==> src/rtl/s_mic_apb_bridge_if.sv <==
// rtl/s_mic_apb_bridge_if.sv - MIC stream + APB bus bundle for the MIC-to-APB bridge
// Purpose : groups the MIC request/response streams and the APB initiator bus.
// Modports: slave  - bridge view (MIC completer, APB initiator)
//           master - environment view (MIC requester, APB completer)
// Signals : I_TDATA/I_TVALID/I_TREADY/I_TLAST  MIC request stream
//           O_TDATA/O_TVALID/O_TREADY/O_TLAST  MIC response stream
//           PSEL/PENABLE/PWRITE/PADDR/PWDATA/PRDATA/PREADY  APB bus
interface s_mic_apb_bridge_if #(
    parameter int APB_ADDR_W = 16
);
    logic [63:0]           I_TDATA;
    logic                  I_TVALID;
    logic                  I_TREADY;
    logic                  I_TLAST;
    logic [63:0]           O_TDATA;
    logic                  O_TVALID;
    logic                  O_TREADY;
    logic                  O_TLAST;
    logic                  PSEL;
    logic                  PENABLE;
    logic                  PWRITE;
    logic [APB_ADDR_W-1:0] PADDR;
    logic [31:0]           PWDATA;
    logic [31:0]           PRDATA;
    logic                  PREADY;

    modport slave (
        input  I_TDATA, I_TVALID, I_TLAST, O_TREADY, PRDATA, PREADY,
        output I_TREADY, O_TDATA, O_TVALID, O_TLAST,
        output PSEL, PENABLE, PWRITE, PADDR, PWDATA
    );

    modport master (
        output I_TDATA, I_TVALID, I_TLAST, O_TREADY, PRDATA, PREADY,
        input  I_TREADY, O_TDATA, O_TVALID, O_TLAST,
        input  PSEL, PENABLE, PWRITE, PADDR, PWDATA
    );
endinterface

==> src/rtl/s_mic_apb_bridge.sv <==
// rtl/s_mic_apb_bridge.sv - MIC completer that replays request packets as APB transfers
// Purpose : accepts MIC RD/WR packets, splits each 64-bit beat into two 32-bit APB
//           transfers (low word at addr, high word at addr+4), returns a response.
// Ports   : clk      system and APB clock
//           reset_n  asynchronous active-low reset
//           bus      s_mic_apb_bridge_if.slave (MIC request/response streams, APB bus)
// Header  : [63:56] cmd (01 RD, 02 WR; responses 81 read-data, 82 write-ack)
//           [55:48] src, [42:40] len (beats-1), [31:0] byte address
// Option  : APB_TIMEOUT_EN - abandon an ACCESS phase after TIMEOUT_CYCLES PREADY-low cycles
module s_mic_apb_bridge #(
    parameter int APB_ADDR_W     = 16,
    parameter int TIMEOUT_CYCLES = 255
) (
    input  logic               clk,
    input  logic               reset_n,
    s_mic_apb_bridge_if.slave  bus
);
    localparam logic [7:0] CMD_RD  = 8'h01;
    localparam logic [7:0] CMD_WR  = 8'h02;
    localparam logic [7:0] RSP_RD  = 8'h81;
    localparam logic [7:0] RSP_WR  = 8'h82;

    typedef enum logic [2:0] {
        S_IDLE, S_DRAIN, S_WDATA, S_SETUP, S_ACCESS, S_WACK, S_RHDR, S_RDATA
    } state_t;

    state_t                r_state, w_next;
    logic                  r_alive;      // keeps I_TREADY low in the first cycle out of reset
    logic                  r_is_wr;      // also selects where DRAIN exits (WACK vs IDLE)
    logic                  r_half;       // 0: low word transfer, 1: high word transfer
    logic                  r_last_seen;  // request TLAST already consumed
    logic [3:0]            r_beat;
    logic [2:0]            r_len;
    logic [7:0]            r_src;
    logic [APB_ADDR_W-1:0] r_base;
    logic [63:0]           r_buf;        // write data beat or assembled read data

    logic                  w_i_tready, w_o_tvalid, w_o_tlast, w_psel, w_penable;
    logic [63:0]           w_o_tdata;
    logic                  w_in_hs, w_out_hs, w_done, w_tmo, w_xfer, w_rd_last;
    logic [7:0]            w_cmd;
    logic [31:0]           w_rdata;
    logic                  w_unused;

    assign w_cmd     = bus.I_TDATA[63:56];
    assign w_in_hs   = bus.I_TVALID && w_i_tready;
    assign w_out_hs  = w_o_tvalid && bus.O_TREADY;
    assign w_xfer    = (r_state == S_SETUP) || (r_state == S_ACCESS);
    assign w_rd_last = (r_beat == {1'b0, r_len});

`ifdef APB_TIMEOUT_EN
    localparam int TW = $clog2(TIMEOUT_CYCLES + 1);
    logic [TW-1:0] r_tmo;

    always_ff @(posedge clk or negedge reset_n) begin
        if (!reset_n)                                  r_tmo <= '0;
        else if (r_state == S_ACCESS && !bus.PREADY)   r_tmo <= r_tmo + 1'b1;
        else                                           r_tmo <= '0;
    end

    assign w_tmo    = (r_state == S_ACCESS) && !bus.PREADY && (r_tmo == TW'(TIMEOUT_CYCLES - 1));
    assign w_unused = ^bus.I_TDATA;
`else
    assign w_tmo    = 1'b0;
    assign w_unused = ^{bus.I_TDATA, TIMEOUT_CYCLES[0]};
`endif

    // An abandoned transfer completes like a normal one; read data is poisoned.
    assign w_done  = bus.PREADY || w_tmo;
    assign w_rdata = bus.PREADY ? bus.PRDATA : 32'hDEADBEEF;

    always_ff @(posedge clk or negedge reset_n) begin
        if (!reset_n) r_state <= S_IDLE;
        else          r_state <= w_next;
    end

    always_comb begin
        w_next     = r_state;
        w_i_tready = 1'b0;
        w_o_tvalid = 1'b0;
        w_o_tdata  = '0;
        w_o_tlast  = 1'b0;
        w_psel     = 1'b0;
        w_penable  = 1'b0;
        case (r_state)
            S_IDLE: begin
                w_i_tready = r_alive;
                if (w_in_hs) begin
                    if (w_cmd == CMD_WR)      w_next = bus.I_TLAST ? S_WACK : S_WDATA;
                    else if (w_cmd == CMD_RD) w_next = S_RHDR;
                    else                      w_next = bus.I_TLAST ? S_IDLE : S_DRAIN;
                end
            end
            S_DRAIN: begin
                w_i_tready = 1'b1;
                if (w_in_hs && bus.I_TLAST) w_next = r_is_wr ? S_WACK : S_IDLE;
            end
            S_WDATA: begin
                w_i_tready = 1'b1;
                if (w_in_hs) w_next = S_SETUP;
            end
            S_SETUP: begin
                w_psel = 1'b1;
                w_next = S_ACCESS;
            end
            S_ACCESS: begin
                w_psel    = 1'b1;
                w_penable = 1'b1;
                if (w_done) begin
                    if (!r_half)        w_next = S_SETUP;
                    else if (!r_is_wr)  w_next = S_RDATA;
                    // r_beat == r_len here means this was beat len+1 of the packet
                    else if (r_beat == {1'b0, r_len}) w_next = r_last_seen ? S_WACK : S_DRAIN;
                    else                w_next = r_last_seen ? S_WACK : S_WDATA;
                end
            end
            S_WACK: begin
                w_o_tvalid = 1'b1;
                w_o_tdata  = {RSP_WR, r_src, 48'h0};
                w_o_tlast  = 1'b1;
                if (w_out_hs) w_next = S_IDLE;
            end
            S_RHDR: begin
                w_o_tvalid = 1'b1;
                w_o_tdata  = {RSP_RD, r_src, 5'b0, r_len, 40'h0};
                if (w_out_hs) w_next = S_SETUP;
            end
            S_RDATA: begin
                w_o_tvalid = 1'b1;
                w_o_tdata  = r_buf;
                w_o_tlast  = w_rd_last;
                if (w_out_hs) w_next = w_rd_last ? S_IDLE : S_SETUP;
            end
            default: w_next = S_IDLE;
        endcase
    end

    always_ff @(posedge clk or negedge reset_n) begin
        if (!reset_n) begin
            r_alive     <= 1'b0;
            r_is_wr     <= 1'b0;
            r_half      <= 1'b0;
            r_last_seen <= 1'b0;
            r_beat      <= '0;
            r_len       <= '0;
            r_src       <= '0;
            r_base      <= '0;
            r_buf       <= '0;
        end else begin
            r_alive <= 1'b1;
            if (r_state == S_IDLE && w_in_hs) begin
                r_is_wr     <= (w_cmd == CMD_WR);
                r_src       <= bus.I_TDATA[55:48];
                r_len       <= bus.I_TDATA[42:40];
                r_base      <= {bus.I_TDATA[APB_ADDR_W-1:3], 3'b000};
                r_beat      <= '0;
                r_half      <= 1'b0;
                r_last_seen <= bus.I_TLAST;
            end
            if (r_state == S_WDATA && w_in_hs) begin
                r_buf       <= bus.I_TDATA;
                r_last_seen <= bus.I_TLAST;
            end
            if (r_state == S_ACCESS && w_done) begin
                r_half <= ~r_half;
                if (!r_is_wr) begin
                    if (r_half) r_buf[63:32] <= w_rdata;
                    else        r_buf[31:0]  <= w_rdata;
                end else if (r_half) begin
                    r_beat <= r_beat + 1'b1;
                end
            end
            if (r_state == S_RDATA && w_out_hs) r_beat <= r_beat + 1'b1;
        end
    end

    assign bus.I_TREADY = w_i_tready;
    assign bus.O_TVALID = w_o_tvalid;
    assign bus.O_TDATA  = w_o_tdata;
    assign bus.O_TLAST  = w_o_tlast;
    assign bus.PSEL     = w_psel;
    assign bus.PENABLE  = w_penable;
    assign bus.PWRITE   = w_xfer && r_is_wr;
    // byte offset 8*beat + 4*half, wrapping at the APB address width
    assign bus.PADDR    = w_xfer ? r_base + APB_ADDR_W'({r_beat, r_half, 2'b00}) : '0;
    assign bus.PWDATA   = (w_xfer && r_is_wr) ? (r_half ? r_buf[63:32] : r_buf[31:0]) : 32'h0;
endmodule

==> src/flat_wrapper.sv <==
// flat-port wrapper written by rule: the top's interface ports become plain ports
module s_mic_apb_bridge_flat 
#(
    parameter int APB_ADDR_W     = 16,
    parameter int TIMEOUT_CYCLES = 255
)
  (clk, reset_n, bus_I_TDATA, bus_I_TVALID, bus_I_TLAST, bus_O_TREADY, bus_PRDATA, bus_PREADY, bus_I_TREADY, bus_O_TDATA, bus_O_TVALID, bus_O_TLAST, bus_PSEL, bus_PENABLE, bus_PWRITE, bus_PADDR, bus_PWDATA);
  s_mic_apb_bridge_if #(.APB_ADDR_W(APB_ADDR_W)) bus_i ();
  input  logic clk;
  input  logic reset_n;
  input wire logic [$bits(bus_i.I_TDATA)-1:0] bus_I_TDATA;
  input wire logic [$bits(bus_i.I_TVALID)-1:0] bus_I_TVALID;
  input wire logic [$bits(bus_i.I_TLAST)-1:0] bus_I_TLAST;
  input wire logic [$bits(bus_i.O_TREADY)-1:0] bus_O_TREADY;
  input wire logic [$bits(bus_i.PRDATA)-1:0] bus_PRDATA;
  input wire logic [$bits(bus_i.PREADY)-1:0] bus_PREADY;
  output wire logic [$bits(bus_i.I_TREADY)-1:0] bus_I_TREADY;
  output wire logic [$bits(bus_i.O_TDATA)-1:0] bus_O_TDATA;
  output wire logic [$bits(bus_i.O_TVALID)-1:0] bus_O_TVALID;
  output wire logic [$bits(bus_i.O_TLAST)-1:0] bus_O_TLAST;
  output wire logic [$bits(bus_i.PSEL)-1:0] bus_PSEL;
  output wire logic [$bits(bus_i.PENABLE)-1:0] bus_PENABLE;
  output wire logic [$bits(bus_i.PWRITE)-1:0] bus_PWRITE;
  output wire logic [$bits(bus_i.PADDR)-1:0] bus_PADDR;
  output wire logic [$bits(bus_i.PWDATA)-1:0] bus_PWDATA;
  assign bus_i.I_TDATA = bus_I_TDATA;
  assign bus_i.I_TVALID = bus_I_TVALID;
  assign bus_i.I_TLAST = bus_I_TLAST;
  assign bus_i.O_TREADY = bus_O_TREADY;
  assign bus_i.PRDATA = bus_PRDATA;
  assign bus_i.PREADY = bus_PREADY;
  assign bus_I_TREADY = bus_i.I_TREADY;
  assign bus_O_TDATA = bus_i.O_TDATA;
  assign bus_O_TVALID = bus_i.O_TVALID;
  assign bus_O_TLAST = bus_i.O_TLAST;
  assign bus_PSEL = bus_i.PSEL;
  assign bus_PENABLE = bus_i.PENABLE;
  assign bus_PWRITE = bus_i.PWRITE;
  assign bus_PADDR = bus_i.PADDR;
  assign bus_PWDATA = bus_i.PWDATA;
  s_mic_apb_bridge #(.APB_ADDR_W(APB_ADDR_W), .TIMEOUT_CYCLES(TIMEOUT_CYCLES)) u_core (.clk(clk), .reset_n(reset_n), .bus(bus_i));
endmodule
==> config.mk <==
export PLATFORM = sky130hd
export DESIGN_NAME = s_mic_apb_bridge_flat
export DESIGN_NICKNAME = d
export VERILOG_FILES = /design/src/rtl/s_mic_apb_bridge_if.sv /design/src/rtl/s_mic_apb_bridge.sv /design/src/flat_wrapper.sv
export SDC_FILE = /design/constraint.sdc
export NUM_CORES = 1
export LEC_CHECK = 0
export CORE_UTILIZATION = 45
export DETAILED_ROUTE_END_ITERATION = 8
export GPL_TIMING_DRIVEN = 0
export MAX_ROUTING_LAYER = met4
export PLACE_DENSITY = 0.8
export SYNTH_ARGS = -nofsm -noshare
export SYNTH_HDL_FRONTEND = slang
export SYNTH_SLANG_ARGS = --single-unit
==> constraint.sdc <==
create_clock -name clk -period 3.1 [get_ports clk]
set_clock_uncertainty 0.2 [all_clocks]
set_input_delay 0.62 -clock clk [delete_from_list [all_inputs] [get_ports clk]]
set_output_delay 0.62 -clock clk [all_outputs]
set_load 0.05 [all_outputs]
==> impl_metrics.csv, run 1 <==
group,metric,value,unit
global_routing,grt_remaining_overflow,0,
floorplan,die_height,119.0,um
route,drt-total-wl,22940,um
sta,tns,-0.01815,ns
pwr,irDropWorstVdd,0.0003566,V
final_layout,final_common_cell,"nand2_1",
synth,muxShareOfSynthArea,12.18,%
clock_tree,cts_tree,"done",
pwr,pwr_density_cell,859.2,nW/um2
final_layout,area_delta_synth_final,44.82,%
setup_path,crit_path_start,"u_core.r_beat[1]",
final_layout,seqCellArea,2481,um2
sta,whs,0.07898,ns
clock_tree,cts-root-buf,"clkbuf_16",
final_layout,fin_area,8926,um2
route,remaining_drc_errors,0,
setup_path,worstPathMaxFanout,8,
clock_tree,numCtsBuffers,9,
synth,synth_top_family_by_area,"simple AND/OR/NAND/NOR gates",
route,ant_nets,0,
clock_tree,worstSkewPairLatency,0.34,ns
floorplan,num_io_pins,220,
placement,gp_congestion,0.9267,
setup_path,crit_end,"bus_PADDR[14]",
placement,place_area,8782,um2
route,firstDrtPassIters,5,
route,wl_per_cell,19.84,um
clock_tree,cts.path.max_buffers,2,
setup_path,ff2ff_setup_slack,0.78,ns
setup_path,worstPathArrival,2.30,ns
synth,seq_area_frac_synth,40.19,%
final_layout,post-route-util,67.14,%
synth,synthXorXnorAreaFrac,1.279,%
clock_tree,clk_pin_slew,0.07,ns
synth,yosys.area_share.simple,27.34,%
sta,maxSlewViolCount,0,
sta,tightest_slew,0.6925,ns
placement,dpl.hpwl,16870,um
setup_path,critPathCaptureType,"primary output",
final_layout,n_fill_cell,1150,
route,via_per_inst,5.638,
global_routing,grt_use_total,33.94,%
synth,ys.flop_type,"dfrtp_1",
global_routing,antenna_found_initial,1,
sta,max_freq,320.7,MHz
sta,min_period_over_period,100.6,%
clock_tree,cts_sinks,99,
synth,yosys.cell_types.count,52,
synth,syn_area_per_cell,8.340,um2
run_status,violations,"negative setup slack",
global_routing,grt_pass1_wl,35470,um
synth,synth-compound-area-share,12.26,%
floorplan,dieArea,14170,um2
synth,synthTopCellsByArea,"dfrtp_1, nand2_1, mux2i_1",
setup_path,cp-start-kind,"flip-flop",
synth,syn_area,6163,um2
synth,yosys_warnings,0,
setup_path,worstPathRequired,2.28,ns
route,drtIter0Drc,718,
sta,hold_viol,0,
sta,rsz0062_at_grt,"yes",
synth,netlist.area_leader.share,40.19,%
global_routing,grt_max_degree,58,
global_routing,grt_pass1_vias,6577,
setup_path,worstReg2RegEnd,"u_core.r_buf[3]",
sta,fin_ws,-0.01815,ns
setup_path,r2r_start,"u_core.r_state[2]",
sta,min_period,3.118,ns
run,maxCapViolCount,0,
floorplan,core_area,13300,um2
synth,yosys.area.top_type,"dfrtp_1",
final_layout,multi_input_area,3669,um2
setup_path,crit_type,"flip-flop to primary output",
final_layout,nets,1082,
synth,ys_ff_latch,99,
clock_tree,h-tree-depth,3,
placement,io_buffers,217,
run_status,status,"finished with violations",
synth,synth_adder_area_share,1.340,%
synth,ys_async_sr_fraction,100.0,%
sta,relSlewSlack,53.35,%
floorplan,num_rows,42,
min_path,hold_path_class,"primary input to asynchronous set/reset pin",
synth,synth_cells,739,
sta,finalSetupViolations,1,
pwr,total_leakage_power,4.034,nW
synth,synth_edf_count,0,
final_layout,drive_gt1_share,22.90,%
floorplan,floorplan.initialDensity,46.36,%
floorplan,die_width,119.0,um
setup_path,r2r_cells,6,
final_layout,final_cell_mix,"nand2_1, clkdlybuf4s50_1, dfrtp_1",
route,vias,6517,
-- how the worst min path moves through the flow --
stage	from	to	slack, ns	cells after the start
after floorplan	reset_n	u_core.r_alive	0.12	0
after global placement	u_core.r_base[6]	u_core.r_base[6]	0.30	1
after detailed placement	u_core.r_base[6]	u_core.r_base[6]	0.31	1
after CTS	reset_n	u_core.r_base[4]	0.1	1
after global routing	reset_n	u_core.r_beat[0]	0.12	1
final	reset_n	u_core.r_len[0]	0.08	1
-- final cells by class --
cell class / instances / area share, %
antenna: 2 / 0.05607
sequential: 99 / 27.80
multi-input combinational: 571 / 41.10
inverter: 17 / 0.7429
buffer: 53 / 3.448
tap: 176 / 2.467
clock inverter: 4 / 0.8410
clock buffer: 11 / 2.719
timing repair buffer: 223 / 20.83
-- stage by stage --
stage | worst slack (ns) | total power, W | instances
after global placement | -2.614 | 0.006268 | 1133
final | -0.01815 | 0.007670 | 1156
after global routing | -0.1165 | 0.008120 | 1156
after floorplan | -0.07587 | 0.005141 | 740
after CTS | -0.06652 | 0.007577 | 1152
after detailed placement | -0.6728 | 0.006388 | 1134
-- synthesized netlist by cell type (all sizes together), types with 9 or more instances --
library cell / n
clkbuf: 30
nor2b: 14
a21oi: 26
nor2: 109
dfrtp: 99
mux2: 24
buf: 23
and2: 53
a31oi: 64
o21ai: 12
mux2i: 48
nor3b: 9
inv: 16
nand2: 150
-- kinds of logic after synthesis --
family,after synthesis
AO/OA/AOI/OAI,121
XOR/XNOR,9
adder cells (fa/ha/maj),6
buffers and inverters,70
flip-flops,99
multiplexers,72
other,2
AND/OR/NAND/NOR,360
-- sequential cells by signal, indices dropped and copies added, names as in the netlist --
| signal | cells |
|---|---|
| u_core.r_buf | 64 |
| u_core.r_base | 13 |
| u_core.r_src | 8 |
| u_core.r_beat | 4 |
| u_core.r_len | 3 |
| u_core.r_state | 3 |
| u_core.r_alive | 1 |
| u_core.r_half | 1 |
| u_core.r_is_wr | 1 |
| u_core.r_last_seen | 1 |
-- power by group --
part	total (W)	switching (W)	leakage [nW]	internal [W]
combinational	0.00397	0.00247	2.70	0.00150
sequential	0.00248	0.000543	1.18	0.00193
clock	0.00122	0.000497	0.148	0.000726
-- worst max-delay path, stage by stage, from the launching register on --
cell,delay (ns)
dfrtp_2,0.42
ha_1,0.27
a21o_1,0.11
a21o_1,0.18
a21oi_4,0.10
or4_4,0.56
a21oi_4,0.14
buf_6,0.17
-- repair_timing --
item | in CTS | in global routing
gates resized for setup | 291 | 153
setup endpoints to repair | 114 | 102
hold buffers | 0 | 0
setup buffers | 3 | 2
pin swaps | 1 | 7
hold endpoints to repair | 0 | 0
-- per-layer routing --
metal | wire (um) | GRT usage [%]
met3 | 2021 | 4.646
met4 | 812 | 15.11
met5 | 0 | -
met1 | 9519 | 44.79
met2 | 10580 | 52.07
Note: power is estimated with default switching activity, not from simulation.
==> run 2: changes to the inputs <==
Settings changed: ABC_AREA from default to 1, SETUP_SLACK_MARGIN from default to 0.05.
==> impl_metrics.csv, run 2 <==
group,metric,value,unit
run_status,status,"finished, final reports clean",
synth,synth_cells,940,
synth,ys_async_sr_fraction,100.0,%
setup_path,worstPathMaxFanout,2,
min_path,hold_path_class,"primary input to asynchronous set/reset pin",
clock_tree,clk_pin_slew,0.07,ns
synth,seq_area_frac_synth,39.83,%
final_layout,layoutNonFillerInstCount,1363,
clock_tree,numCtsBuffers,9,
synth,yosys.area.top_type,"dfrtp_1",
placement,dp.cells,1335,
sta,min_period,3.031,ns
sta,rsz0062_at_grt,"yes",
clock_tree,hold_buffers,0,
floorplan,die_width,119.6,um
clock_tree,cts.path.max_buffers,2,
pwr,p_total,0.008496,W
pwr,clockPowerShare,18.4,%
pwr,total_leakage_power,4.588,nW
final_layout,final_cell_mix,"nand2_1, nor2_1, inv_1",
setup_path,slowest_stage,"clkdlybuf4s15_1",
floorplan,dieArea,14300,um2
final_layout,n_fill_cell,1188,
sta,maxSlewViolCount,0,
floorplan,num_io_pins,220,
setup_path,crit_type,"flip-flop to primary output",
setup_path,cp-start-kind,"flip-flop",
final_layout,largest_reg_flops,64,
pwr,swShare,47.83,%
route,drt-total-wl,25120,um
clock_tree,cts-root-buf,"clkbuf_16",
floorplan,die_height,119.6,um
route,vias,7384,
sta,relSlewSlack,53.60,%
global_routing,grt_pass1_vias,6979,
synth,syn_area_per_cell,6.617,um2
floorplan,floorplan.initialDensity,46.60,%
pwr,combPwrFrac,53.7,%
sta,finalSetupViolations,0,
pwr,p_int,0.004433,W
synth,yosys_warnings,0,
global_routing,grt_most_used_layer,"met2",
global_routing,antenna_found_initial,0,
setup_path,critPathCaptureType,"primary output",
global_routing,grt_use_total,36.73,%
synth,synth_edf_count,0,
final_layout,post-route-util,68.73,%
global_routing,met1_usage,46.66,%
synth,ys.flop_type,"dfrtp_1",
setup_path,ff2ff_setup_slack,0.85,ns
final_layout,drive_gt1_share,20.30,%
setup_path,critPathTopFamily,"buffers and inverters",
setup_path,crit_path_start,"u_core.r_beat[0]",
route,ant_nets,0,
synth,syn_area,6220,um2
sta,tns,0,ns
floorplan,core_area,13350,um2
placement,io_buffers,217,
final_layout,nets,1290,
route,drtIter0Drc,712,
setup_path,r2r_start,"u_core.r_state[0]",
synth,synthTopCellsByCount,"nor2_1, nand2_1, inv_1",
sta,whs,0.006001,ns
setup_path,path_cells,"ha_2 > inv_2 > fa_2 > buf_4 > xor2_1 > nor2_1 > clkdlybuf4s15_1",
synth,synthTopCellsByArea,"dfrtp_1, nor2_1, nand2_1",
global_routing,grt_use_met2,57.77,%
sta,max_freq,330.0,MHz
setup_path,r2r_cells,9,
floorplan,num_rows,42,
setup_path,slowest_delay,0.50,ns
global_routing,grt_remaining_overflow,0,
placement,dpl.hpwl,18380,um
pwr,switchingPower,0.004063,W
sta,tightest_slew,0.6960,ns
route,firstDrtPassIters,5,
clock_tree,cts_sinks,99,
global_routing,grt_pass1_wl,38430,um
final_layout,final_common_cell,"nand2_1",
global_routing,grt_max_degree,71,
final_layout,area_delta_synth_final,47.50,%
pwr,irDropWorstVdd,0.0003834,V
setup_path,worstReg2RegEnd,"u_core.r_buf[39]",
placement,gp_congestion,0.9768,
run,maxCapViolCount,0,
final_layout,antennaDiodeCount,0,
setup_path,crit_buf_inv,3,
pwr,seqPwrFrac,27.9,%
pwr,pwr_density_cell,926.2,nW/um2
route,remaining_drc_errors,0,
clock_tree,cts_tree,"done",
setup_path,worstPathArrival,2.21,ns
global_routing,use_met3,6.797,%
final_layout,top_regs,"u_core.r_buf x64, u_core.r_base x13, u_core.r_src x8",
route,wl_per_cell,18.43,um
synth,ys_ff_latch,99,
synth,yosys.cell_types.count,32,
setup_path,worstPathRequired,2.28,ns
synth,netlist.area_leader.share,39.83,%
final_layout,regMostFlops,"u_core.r_buf",
sta,min_period_over_period,97.76,%
synth,synth_most_common_cell,"nor2_1",
sta,hold_viol,0,
clock_tree,worstSkewPairLatency,0.35,ns
clock_tree,h-tree-depth,3,
route,via_per_inst,5.417,
run 2: cell count changes after synthesis, moves of 47 or more:
cell,before,now
a21oi_1,25,72
o21ai_0,11,81
nor2_1,108,189
a31oi_1,64,4
and2_1,53,0
mux2i_1,48,0
inv_1,16,139
run 2: worst max-delay path by stage:
| stage | to | depth (start not counted) | slack [ns] |
|---|---|---|---|
| floorplan | bus_PADDR[10] | 9 | 0.07 |
| global placement | u_core.r_buf[26] | 1 | -2.66 |
| detailed placement | bus_PADDR[15] | 11 | -0.64 |
| CTS | bus_PADDR[15] | 11 | 0.04 |
| global route | bus_PADDR[12] | 9 | -0.003 |
| finish | bus_PADDR[5] | 7 | 0.07 |
run 2: power by group through the flow:
stage / logic [W] / registers (W) / clock network [W]
5_1_grt: 0.00504 / 0.00243 / 0.00161
3_5_place_dp: 0.00445 / 0.00235 / 0
4_1_cts: 0.00443 / 0.00233 / 0.00156
3_3_place_gp: 0.00437 / 0.00233 / 0
2_1_floorplan: 0.00319 / 0.00222 / 0
6_report: 0.00457 / 0.00237 / 0.00156
run 2: metal layers:
metal / wire, um / up-vias
li1: - / 3439
met1: 10010 / 3417
met2: 11950 / 454
met3: 2397 / 74
met4: 758 / 0
met5: 0 / -
run 2: cells by family (layout without fill, tap and decap cells):
group / Yosys count / after routing / share of synthesized area (%)
AND/OR/NAND/NOR: 403 / 403 / 25.73
AO/OA/AOI/OAI: 229 / 229 / 20.00
buffers and inverters: 200 / 446 / 12.85
flip-flops: 99 / 99 / 39.83
adder cells (fa/ha/maj): 6 / 6 / 1.328
other: 2 / 3 / 0.1207
XOR/XNOR: 1 / 1 / 0.1408
run 2: repair_timing:
action,4_1_cts,5_1_grt
endpoints found under the setup margin,114,103
endpoints found under the hold margin,0,0
pin swaps,4,8
gates resized for setup,481,77
cloned,0,0
setup buffers,5,8
run 2: layout make-up:
| cell class | instances | area (um2) | area share (%) |
|---|---|---|---|
| Multi-Input combinational cell | 642 | 3124 | 34.06 |
| Sequential cell | 99 | 2480 | 27.03 |
| Timing Repair Buffer | 231 | 2111 | 23.01 |
| Inverter | 147 | 554.3 | 6.042 |
| Buffer | 52 | 271.5 | 2.960 |
| Clock buffer | 9 | 225.2 | 2.455 |
| Tap cell | 176 | 220.2 | 2.400 |
| Clock inverter | 7 | 187.7 | 2.046 |
run 2: per-stage QoR:
stage                     instance area, um2  setup slack, ns
after CTS                               9125          0.04445
after floorplan                         6330          0.07239
final                                   9174          0.06934
after global routing                    9174        -0.003235
after detailed placement                8747          -0.6394
after global placement                  8722           -2.656
